File: config.mk
export PLATFORM = sky130hd
export DESIGN_NAME = serial_link_credit_vc_sync
export DESIGN_NICKNAME = d
export VERILOG_FILES = /design/src/rtl/serial_link_pkg.sv /design/src/rtl/serial_link_vc_credit_counter.sv /design/src/rtl/serial_link_credit_vc_sync.sv
export SDC_FILE = /design/constraint.sdc
export NUM_CORES = 1
export LEC_CHECK = 0
export ABC_AREA = 1
export BUFFER_PORTS_ARGS = -buffer_cell sky130_fd_sc_hd__buf_2
export CAP_MARGIN = 20
export CORE_MARGIN = 2
export CORE_UTILIZATION = 35
export CTS_CLUSTER_SIZE = 8
export DETAILED_ROUTE_END_ITERATION = 8
export GPL_TIMING_DRIVEN = 0
export PLACE_DENSITY = 0.65
export SYNTH_ARGS = -nofsm -noshare
export SYNTH_HDL_FRONTEND = slang
export SYNTH_SLANG_ARGS = --single-unit
export TNS_END_PERCENT = 5
File: constraint.sdc
create_clock -name clk_i -period 4.9 [get_ports clk_i]
set_clock_uncertainty 0.2 [all_clocks]
set_input_delay 0.49 -clock clk_i [delete_from_list [all_inputs] [get_ports clk_i]]
set_output_delay 0.49 -clock clk_i [all_outputs]
set_load 0.05 [all_outputs]
File: src/rtl/serial_link_pkg.sv
// Shared types and helpers for the serial link credit / virtual-channel logic.
// Header fields are sized for the largest supported configuration; the top
// narrows them to its own VcWidth / CreditWidth on the ports.
package serial_link_pkg;

    localparam int unsigned MaxVcWidth     = 8;
    localparam int unsigned MaxCreditWidth = 8;

    typedef logic [MaxVcWidth-1:0]     vc_idx_t;
    typedef logic [MaxCreditWidth-1:0] credit_t;

    // Header that travels alongside every flit payload.
    typedef struct packed {
        vc_idx_t vc;
        logic    credit_only;
        vc_idx_t credit_vc;
        credit_t credits;
    } flit_hdr_t;

    // Index width that stays at least one bit for a single channel.
    function automatic int unsigned idx_width(input int unsigned n);
        return (n > 1) ? unsigned'($clog2(n)) : 1;
    endfunction

    // A force-send threshold must be reachable and non-zero.
    function automatic logic thresh_ok(input int unsigned thresh, input int unsigned num_credits);
        return (thresh > 0) && (thresh <= num_credits);
    endfunction

endpackage

File: src/rtl/serial_link_vc_credit_counter.sv
// One virtual channel's credit state: avail = remote buffer space we may use,
// pend = local buffer entries freed but not yet reported to the remote side.
// All events of a cycle are folded into a single update of each counter.
module serial_link_vc_credit_counter
    import serial_link_pkg::*;
#(
    parameter int unsigned NumCredits  = 8,
    parameter int unsigned CreditWidth = $clog2(NumCredits + 1)
) (
    input  logic                   clk_i,
    input  logic                   rst_ni,
    input  logic                   data_load_i,
    input  logic                   rx_credit_i,
    input  logic [CreditWidth-1:0] rx_credits_i,
    input  logic                   take_i,
    input  logic [CreditWidth-1:0] take_credits_i,
    input  logic                   consume_i,
    output logic [CreditWidth-1:0] avail_o,
    output logic [CreditWidth-1:0] pend_o
);

    logic [CreditWidth-1:0] avail_q, avail_d;
    logic [CreditWidth-1:0] pend_q, pend_d;

    // Combine data use, returned credits, credit snapshot and consumption.
    always_comb begin
        avail_d = avail_q - CreditWidth'(data_load_i);
        if (rx_credit_i) begin
            avail_d = avail_d + rx_credits_i;
        end
        pend_d = pend_q + CreditWidth'(consume_i);
        if (take_i) begin
            pend_d = pend_d - take_credits_i;
        end
    end

    // Counter registers; remote buffer starts full-empty (all credits ours).
    always_ff @(posedge clk_i or negedge rst_ni) begin
        if (!rst_ni) begin
            avail_q <= CreditWidth'(NumCredits);
            pend_q  <= '0;
        end else begin
            avail_q <= avail_d;
            pend_q  <= pend_d;
        end
    end

    assign avail_o = avail_q;
    assign pend_o  = pend_q;

endmodule

File: src/rtl/serial_link_credit_vc_sync.sv
// Multi-VC credit flow control on the serial link transmit path.
// Round-robin arbitration of per-VC streams onto one registered flit output;
// every flit piggybacks the largest pending credit count of any VC.
// Optional feature macro: SERIAL_LINK_CREDIT_FORCE_SEND_EN enables credit-only
// flits once pending credits reach ForceSendThresh.
//
// Handshakes: a transfer happens on a clock edge where valid and ready are both
// high; link_* holds every field stable while link_valid_o is high and
// link_ready_i is low, and vc_ready_o is only raised for a VC whose valid is high.
module serial_link_credit_vc_sync
    import serial_link_pkg::*;
#(
    parameter int unsigned NumVc           = 2,
    parameter int unsigned NumCredits      = 8,
    parameter int unsigned ForceSendThresh = NumCredits - 2,
    parameter int unsigned DataWidth       = 32,
    parameter int unsigned CreditWidth     = $clog2(NumCredits + 1),
    parameter int unsigned VcWidth         = idx_width(NumVc)
) (
    input  logic                            clk_i,
    input  logic                            rst_ni,
    input  logic [NumVc-1:0]                vc_valid_i,
    output logic [NumVc-1:0]                vc_ready_o,
    input  logic [NumVc-1:0][DataWidth-1:0] vc_data_i,
    output logic                            link_valid_o,
    input  logic                            link_ready_i,
    output logic [DataWidth-1:0]            link_data_o,
    output logic [VcWidth-1:0]              link_vc_o,
    output logic                            link_credit_only_o,
    output logic [VcWidth-1:0]              link_credit_vc_o,
    output logic [CreditWidth-1:0]          link_credits_o,
    input  logic                            rx_credit_valid_i,
    input  logic [VcWidth-1:0]              rx_credit_vc_i,
    input  logic [CreditWidth-1:0]          rx_credits_i,
    input  logic [NumVc-1:0]                rx_consume_i
);

    logic [NumVc-1:0][CreditWidth-1:0] avail;
    logic [NumVc-1:0][CreditWidth-1:0] pend;
    logic [NumVc-1:0][CreditWidth:0]   eff_avail;
    logic [NumVc-1:0]                  eligible;

    logic [VcWidth-1:0]     sel_vc;
    logic [CreditWidth-1:0] sel_credits;
    logic                   any_elig;
    logic [VcWidth-1:0]     grant_vc;
    logic [DataWidth-1:0]   grant_data;
    logic [VcWidth-1:0]     rr_q;

    logic                 load_en;
    logic                 data_load;
    logic                 credit_load;
    logic                 any_load;
    logic                 valid_q;
    logic [DataWidth-1:0] data_q;
    flit_hdr_t            hdr_q;

    // Pick the VC owed the most credits; ties go to the lowest index.
    always_comb begin
        sel_vc      = '0;
        sel_credits = pend[0];
        for (int unsigned v = 1; v < NumVc; v++) begin
            if (pend[v] > sel_credits) begin
                sel_vc      = VcWidth'(v);
                sel_credits = pend[v];
            end
        end
    end

    // Eligibility sees this cycle's returned credits so an empty VC can be
    // granted in the same cycle its credits come back. The last credit is
    // only spent on a flit that returns credits, so neither side can starve.
    always_comb begin
        for (int unsigned v = 0; v < NumVc; v++) begin
            eff_avail[v] = {1'b0, avail[v]};
            if (rx_credit_valid_i && (rx_credit_vc_i == VcWidth'(v))) begin
                eff_avail[v] = eff_avail[v] + {1'b0, rx_credits_i};
            end
            eligible[v] = vc_valid_i[v] &&
                          ((eff_avail[v] > (CreditWidth + 1)'(1)) ||
                           ((eff_avail[v] == (CreditWidth + 1)'(1)) && (sel_credits != '0)));
        end
    end

    // Round-robin search starting at the priority pointer.
    always_comb begin
        int unsigned idx;
        any_elig = 1'b0;
        grant_vc = '0;
        for (int unsigned k = 0; k < NumVc; k++) begin
            idx = (32'(rr_q) + k) % NumVc;
            if (!any_elig && eligible[idx]) begin
                any_elig = 1'b1;
                grant_vc = VcWidth'(idx);
            end
        end
    end

    // Payload of the granted VC.
    always_comb begin
        grant_data = '0;
        for (int unsigned v = 0; v < NumVc; v++) begin
            if (grant_vc == VcWidth'(v)) begin
                grant_data = vc_data_i[v];
            end
        end
    end

    // The output register accepts a new flit when empty or being drained.
    assign load_en   = ~valid_q | link_ready_i;
    assign data_load = rst_ni & load_en & any_elig;
`ifdef SERIAL_LINK_CREDIT_FORCE_SEND_EN
    assign credit_load = rst_ni & load_en & ~any_elig &
                         (sel_credits >= CreditWidth'(ForceSendThresh));
`else
    assign credit_load = 1'b0;
`endif
    assign any_load = data_load | credit_load;

    // Accept strobe back to the granted VC queue.
    always_comb begin
        vc_ready_o = '0;
        for (int unsigned v = 0; v < NumVc; v++) begin
            vc_ready_o[v] = data_load && (grant_vc == VcWidth'(v));
        end
    end

    // Per-VC counter pairs.
    for (genvar v = 0; v < NumVc; v++) begin : g_vc
        serial_link_vc_credit_counter #(
            .NumCredits  (NumCredits),
            .CreditWidth (CreditWidth)
        ) u_cnt (
            .clk_i          (clk_i),
            .rst_ni         (rst_ni),
            .data_load_i    (data_load && (grant_vc == VcWidth'(v))),
            .rx_credit_i    (rx_credit_valid_i && (rx_credit_vc_i == VcWidth'(v))),
            .rx_credits_i   (rx_credits_i),
            .take_i         (any_load && (sel_vc == VcWidth'(v))),
            .take_credits_i (sel_credits),
            .consume_i      (rx_consume_i[v]),
            .avail_o        (avail[v]),
            .pend_o         (pend[v])
        );
    end

    // Flit output register and round-robin pointer.
    always_ff @(posedge clk_i or negedge rst_ni) begin
        if (!rst_ni) begin
            valid_q <= 1'b0;
            data_q  <= '0;
            hdr_q   <= '0;
            rr_q    <= '0;
        end else begin
            if (load_en) begin
                valid_q <= any_load;
            end
            if (any_load) begin
                data_q            <= data_load ? grant_data : '0;
                hdr_q.vc          <= data_load ? vc_idx_t'(grant_vc) : '0;
                hdr_q.credit_only <= credit_load;
                hdr_q.credit_vc   <= vc_idx_t'(sel_vc);
                hdr_q.credits     <= credit_t'(sel_credits);
            end
            if (data_load) begin
                rr_q <= (32'(grant_vc) == NumVc - 1) ? '0 : grant_vc + 1'b1;
            end
        end
    end

    assign link_valid_o     = valid_q;
    assign link_data_o      = data_q;
    assign link_vc_o        = hdr_q.vc[VcWidth-1:0];
    assign link_credit_vc_o = hdr_q.credit_vc[VcWidth-1:0];
    assign link_credits_o   = hdr_q.credits[CreditWidth-1:0];
`ifdef SERIAL_LINK_CREDIT_FORCE_SEND_EN
    assign link_credit_only_o = hdr_q.credit_only;
`else
    assign link_credit_only_o = 1'b0;
`endif

`ifndef SYNTHESIS
    a_thresh: assert property (@(posedge clk_i) thresh_ok(ForceSendThresh, NumCredits));

    for (genvar v = 0; v < NumVc; v++) begin : g_chk
        a_avail: assert property (@(posedge clk_i) disable iff (!rst_ni)
            32'(avail[v]) <= NumCredits);
        a_pend: assert property (@(posedge clk_i) disable iff (!rst_ni)
            32'(pend[v]) <= NumCredits);
    end

    a_stable: assert property (@(posedge clk_i) disable iff (!rst_ni)
        (valid_q && !link_ready_i) |=> (valid_q && $stable(data_q) && $stable(hdr_q)));

    a_onehot: assert property (@(posedge clk_i) disable iff (!rst_ni) $onehot0(vc_ready_o));
`endif

endmodule

==> impl_metrics.env <==
export IMPL_num_rows=38
export IMPL_crit_cells=22
export IMPL_drc=0
export IMPL_synth_async_sr_flop_share_pct=100.0
export IMPL_path_max_fanout=10
export IMPL_fmax_ghz=0.2284
export IMPL_portBuffers=117
export IMPL_die_w_microns=108.7
export IMPL_finalNonFillerCells=780
export IMPL_fin_tns_setup_ps=0
export IMPL_cp_buffers_inverters=3
export IMPL_drv_cap=0
export IMPL_cts_made_buffers=5
export IMPL_final_util_pct=43.88
export IMPL_leakagePower_nw=2.807
export IMPL_synth_top_family_by_area="simple AND/OR/NAND/NOR gates"
export IMPL_slew_viol_final=0
export IMPL_postCtsSetupBuffers=0
export IMPL_wire_per_inst_microns=12.77
export IMPL_required_ps=4950
export IMPL_dpl_worst_slack_ps=232.5
export IMPL_syn_inst=514
export IMPL_post_route_period_util_pct=89.37
export IMPL_synth_xor_area_share_pct=4.334
export IMPL_synth_area_sq_um=3840
export IMPL_worstSetupPathType="reg -> reg"
export IMPL_coreArea_sq_um=10790
export IMPL_grt_pass1_wl_microns=16330
export IMPL_antenna_found_initial=0
export IMPL_fill_cells=1117
export IMPL_final_common_cell="nand2_1"
export IMPL_ant_nets=0
export IMPL_cts_sinks=56
export IMPL_grt_overflow_total=0
export IMPL_yosys_register_bits=56
export IMPL_final_setup_viol_count=0
export IMPL_yosys_warnings=0
export IMPL_drt_first_pass_iters=4
export IMPL_synthFlopType="dfrtp_1"
export IMPL_yosys_mux_area_fraction_pct=0
export IMPL_vias=3665
export IMPL_synth_compound_gate_area_share_pct=3.617
export IMPL_layout_nets=754
export IMPL_die_area_sq_um=11830
export IMPL_initial_core_util_pct=35.58
export IMPL_syn_num_nets=629
export IMPL_viasPerCell=4.699
export IMPL_syn_area_per_cell_sq_um=7.471
export IMPL_p_total_mw=3.544
export IMPL_cts_resized=0
export IMPL_dieHeight_microns=108.7
export IMPL_finalHoldViolCount=0
export IMPL_synth_edf_count=0
export IMPL_insertion_delay_ps=320
export IMPL_worstRegToRegCells=22
export IMPL_ir_worst_vdd_uv=272.4
export IMPL_ys_seq_area_share_pct=36.56
export IMPL_cts_hold_buf=0
export IMPL_routed_wl_microns=9958
export IMPL_tritoncts="yes"
export IMPL_grt_max_degree=33
export IMPL_arrival_ps=4420
export IMPL_crit_path_max_incr_delay_ps=380
export IMPL_crit_chain="ha_1, inv_1, fa_1, or2_2, nand3_1, nand2_1, nand2_1, nor2_1, nand3_1, nand4_2, nand2_4, buf_4, inv_1, nor2_1, ha_1, xor2_1, ha_1, a21o_1, a21oi_1, o21ai_0, a21oi_1, xor2_1"
export IMPL_area_delta_synth_final_pct=23.33
export IMPL_cellPowerDensity_nw_per_um2=748.4
export IMPL_dp_hpwl_microns=7960
export IMPL_antenna_diode_count=0
export IMPL_grt_usage_pct=17.49
export IMPL_grt_pass1_vias=3517
export IMPL_hp_class="in -> async"
export IMPL_start_kind="flop"
export IMPL_cts_htree_levels=2
export IMPL_root_buffer="clkbuf_8"
export IMPL_crit_path_frequent_cell="ha_1"
export IMPL_ys_types=33
export IMPL_drtIter0Drc=161
export IMPL_slowest_stage="fa_1"
export IMPL_status="finished, final reports clean"
export IMPL_end_kind="flop"
export IMPL_synthAdderAreaFrac_pct=13.55
export IMPL_slew_limit_headroom_pct=48.22
export IMPL_clock_path_buffers=2
export IMPL_gp_congestion=0.8050
export IMPL_fin_ws_ps=521.0
export IMPL_post_route_cells_drive_above_1_share_pct=25.31
export IMPL_tightest_slew_ps=776.7
export IMPL_grt_setup_unrepaired="no"
export IMPL_ioPinCount=119
export IMPL_synth_simple_area_share_pct=34.31
export IMPL_path_clk_slew_ps=110
export IMPL_path_delay_family="simple AND/OR/NAND/NOR gates"
export IMPL_dpl_cell_count=772
export IMPL_layout_common_cells="234 x nand2_1, 126 x buf_2, 54 x dfrtp_1"
export IMPL_min_period_ps=4379
[synth_stat cells, drive strengths merged, types with 2 or more instances]
cell type | instances | area, sq um
nand2 | 239 | 919.6
fa | 6 | 120.1
nand4 | 9 | 62.56
a21o | 2 | 15.01
dfstp | 2 | 52.55
dfrtp | 54 | 1351
ha | 32 | 400.4
a211oi | 2 | 15.01
inv | 38 | 142.6
nor3 | 2 | 10.01
buf | 21 | 142.6
xnor2 | 5 | 43.79
nor2 | 17 | 73.82
o21ai | 13 | 68.82
xor2 | 14 | 122.6
a21oi | 5 | 25.02
nand3 | 48 | 245.2
[stage by stage]
stage          instance area, sq um  hold slack (ps)
2_1_floorplan                  3840           -5.591
3_3_place_gp                   4601            255.3
3_5_place_dp                   4621            259.8
4_1_cts                        4736            50.30
5_1_grt                        4736            82.16
6_report                       4736            31.73
[worst register-to-register path: stages, from the launching register on]
cell and delay (ps):
dfrtp_1 370, ha_1 160, inv_1 60, fa_1 380
or2_2 300, nand3_1 90, nand2_1 70, nand2_1 70
nor2_1 40, nand3_1 110, nand4_2 230, nand2_4 190
buf_4 200, inv_1 70, nor2_1 210, ha_1 200
xor2_1 290, ha_1 300, a21o_1 170, a21oi_1 170
o21ai_0 90, a21oi_1 180, xor2_1 170
[cell type report]
class	count	area, sq um	share of cell area, %
buffer	22	146.4	3.091
clock buffer	5	68.82	1.453
clock inverter	3	46.29	0.9775
inverter	38	142.6	3.012
multi-input combinational	398	2147	45.34
sequential	56	1404	29.64
tap	140	175.2	3.699
timing repair buffer	118	605.6	12.79
[state kept, by name (all words and copies together) (netlist names)]
register	cells
g_vc.u_cnt.avail_o	8
g_vc.u_cnt.pend_o	8
link_credit_vc_o	1
link_credits_o	4
link_data_o	32
link_valid_o	1
link_vc_o	1
rr_q	1
[metal layers]
metal  up-vias  routed length [microns]  track usage, %
met5         -                        0               0
met4         0                      150           4.853
met3        12                      473           3.407
met2        78                     4971           30.63
met1      1712                     4363           21.92
li1       1863                        -               -
[where the power goes]
group	switching, mW	internal, mW
Combinational	1.62	0.762
Sequential	0.150	0.689
Clock	0.165	0.155
Total	1.94	1.61
[kinds of logic (layout without fill, tap and decap cells)]
| group | count (synthesis) | in the layout |
|---|---|---|
| compound gates | 24 | 24 |
| xor+xnor | 19 | 19 |
| fa+ha+maj | 38 | 38 |
| buf+inv | 60 | 186 |
| flops | 56 | 56 |
| other cells | 1 | 1 |
| simple gates | 316 | 316 |
[final timing paths]
check | from | to | slack [ps]
max | g_vc[0].u_cnt.avail_o[0] | g_vc[0].u_cnt.avail_o[3] | 520
min | rst_ni | link_credit_vc_o | 30
max reg2reg | g_vc[0].u_cnt.avail_o[0] | g_vc[0].u_cnt.avail_o[3] | 520
min reg2reg | link_credit_vc_o | link_credit_vc_o | 280
max in group asynchronous | rst_ni | link_data_o[6] | 3850
min in group clk_i | link_ready_i | link_valid_o | 140
No activity file was read; power rests on OpenSTA's default activity.
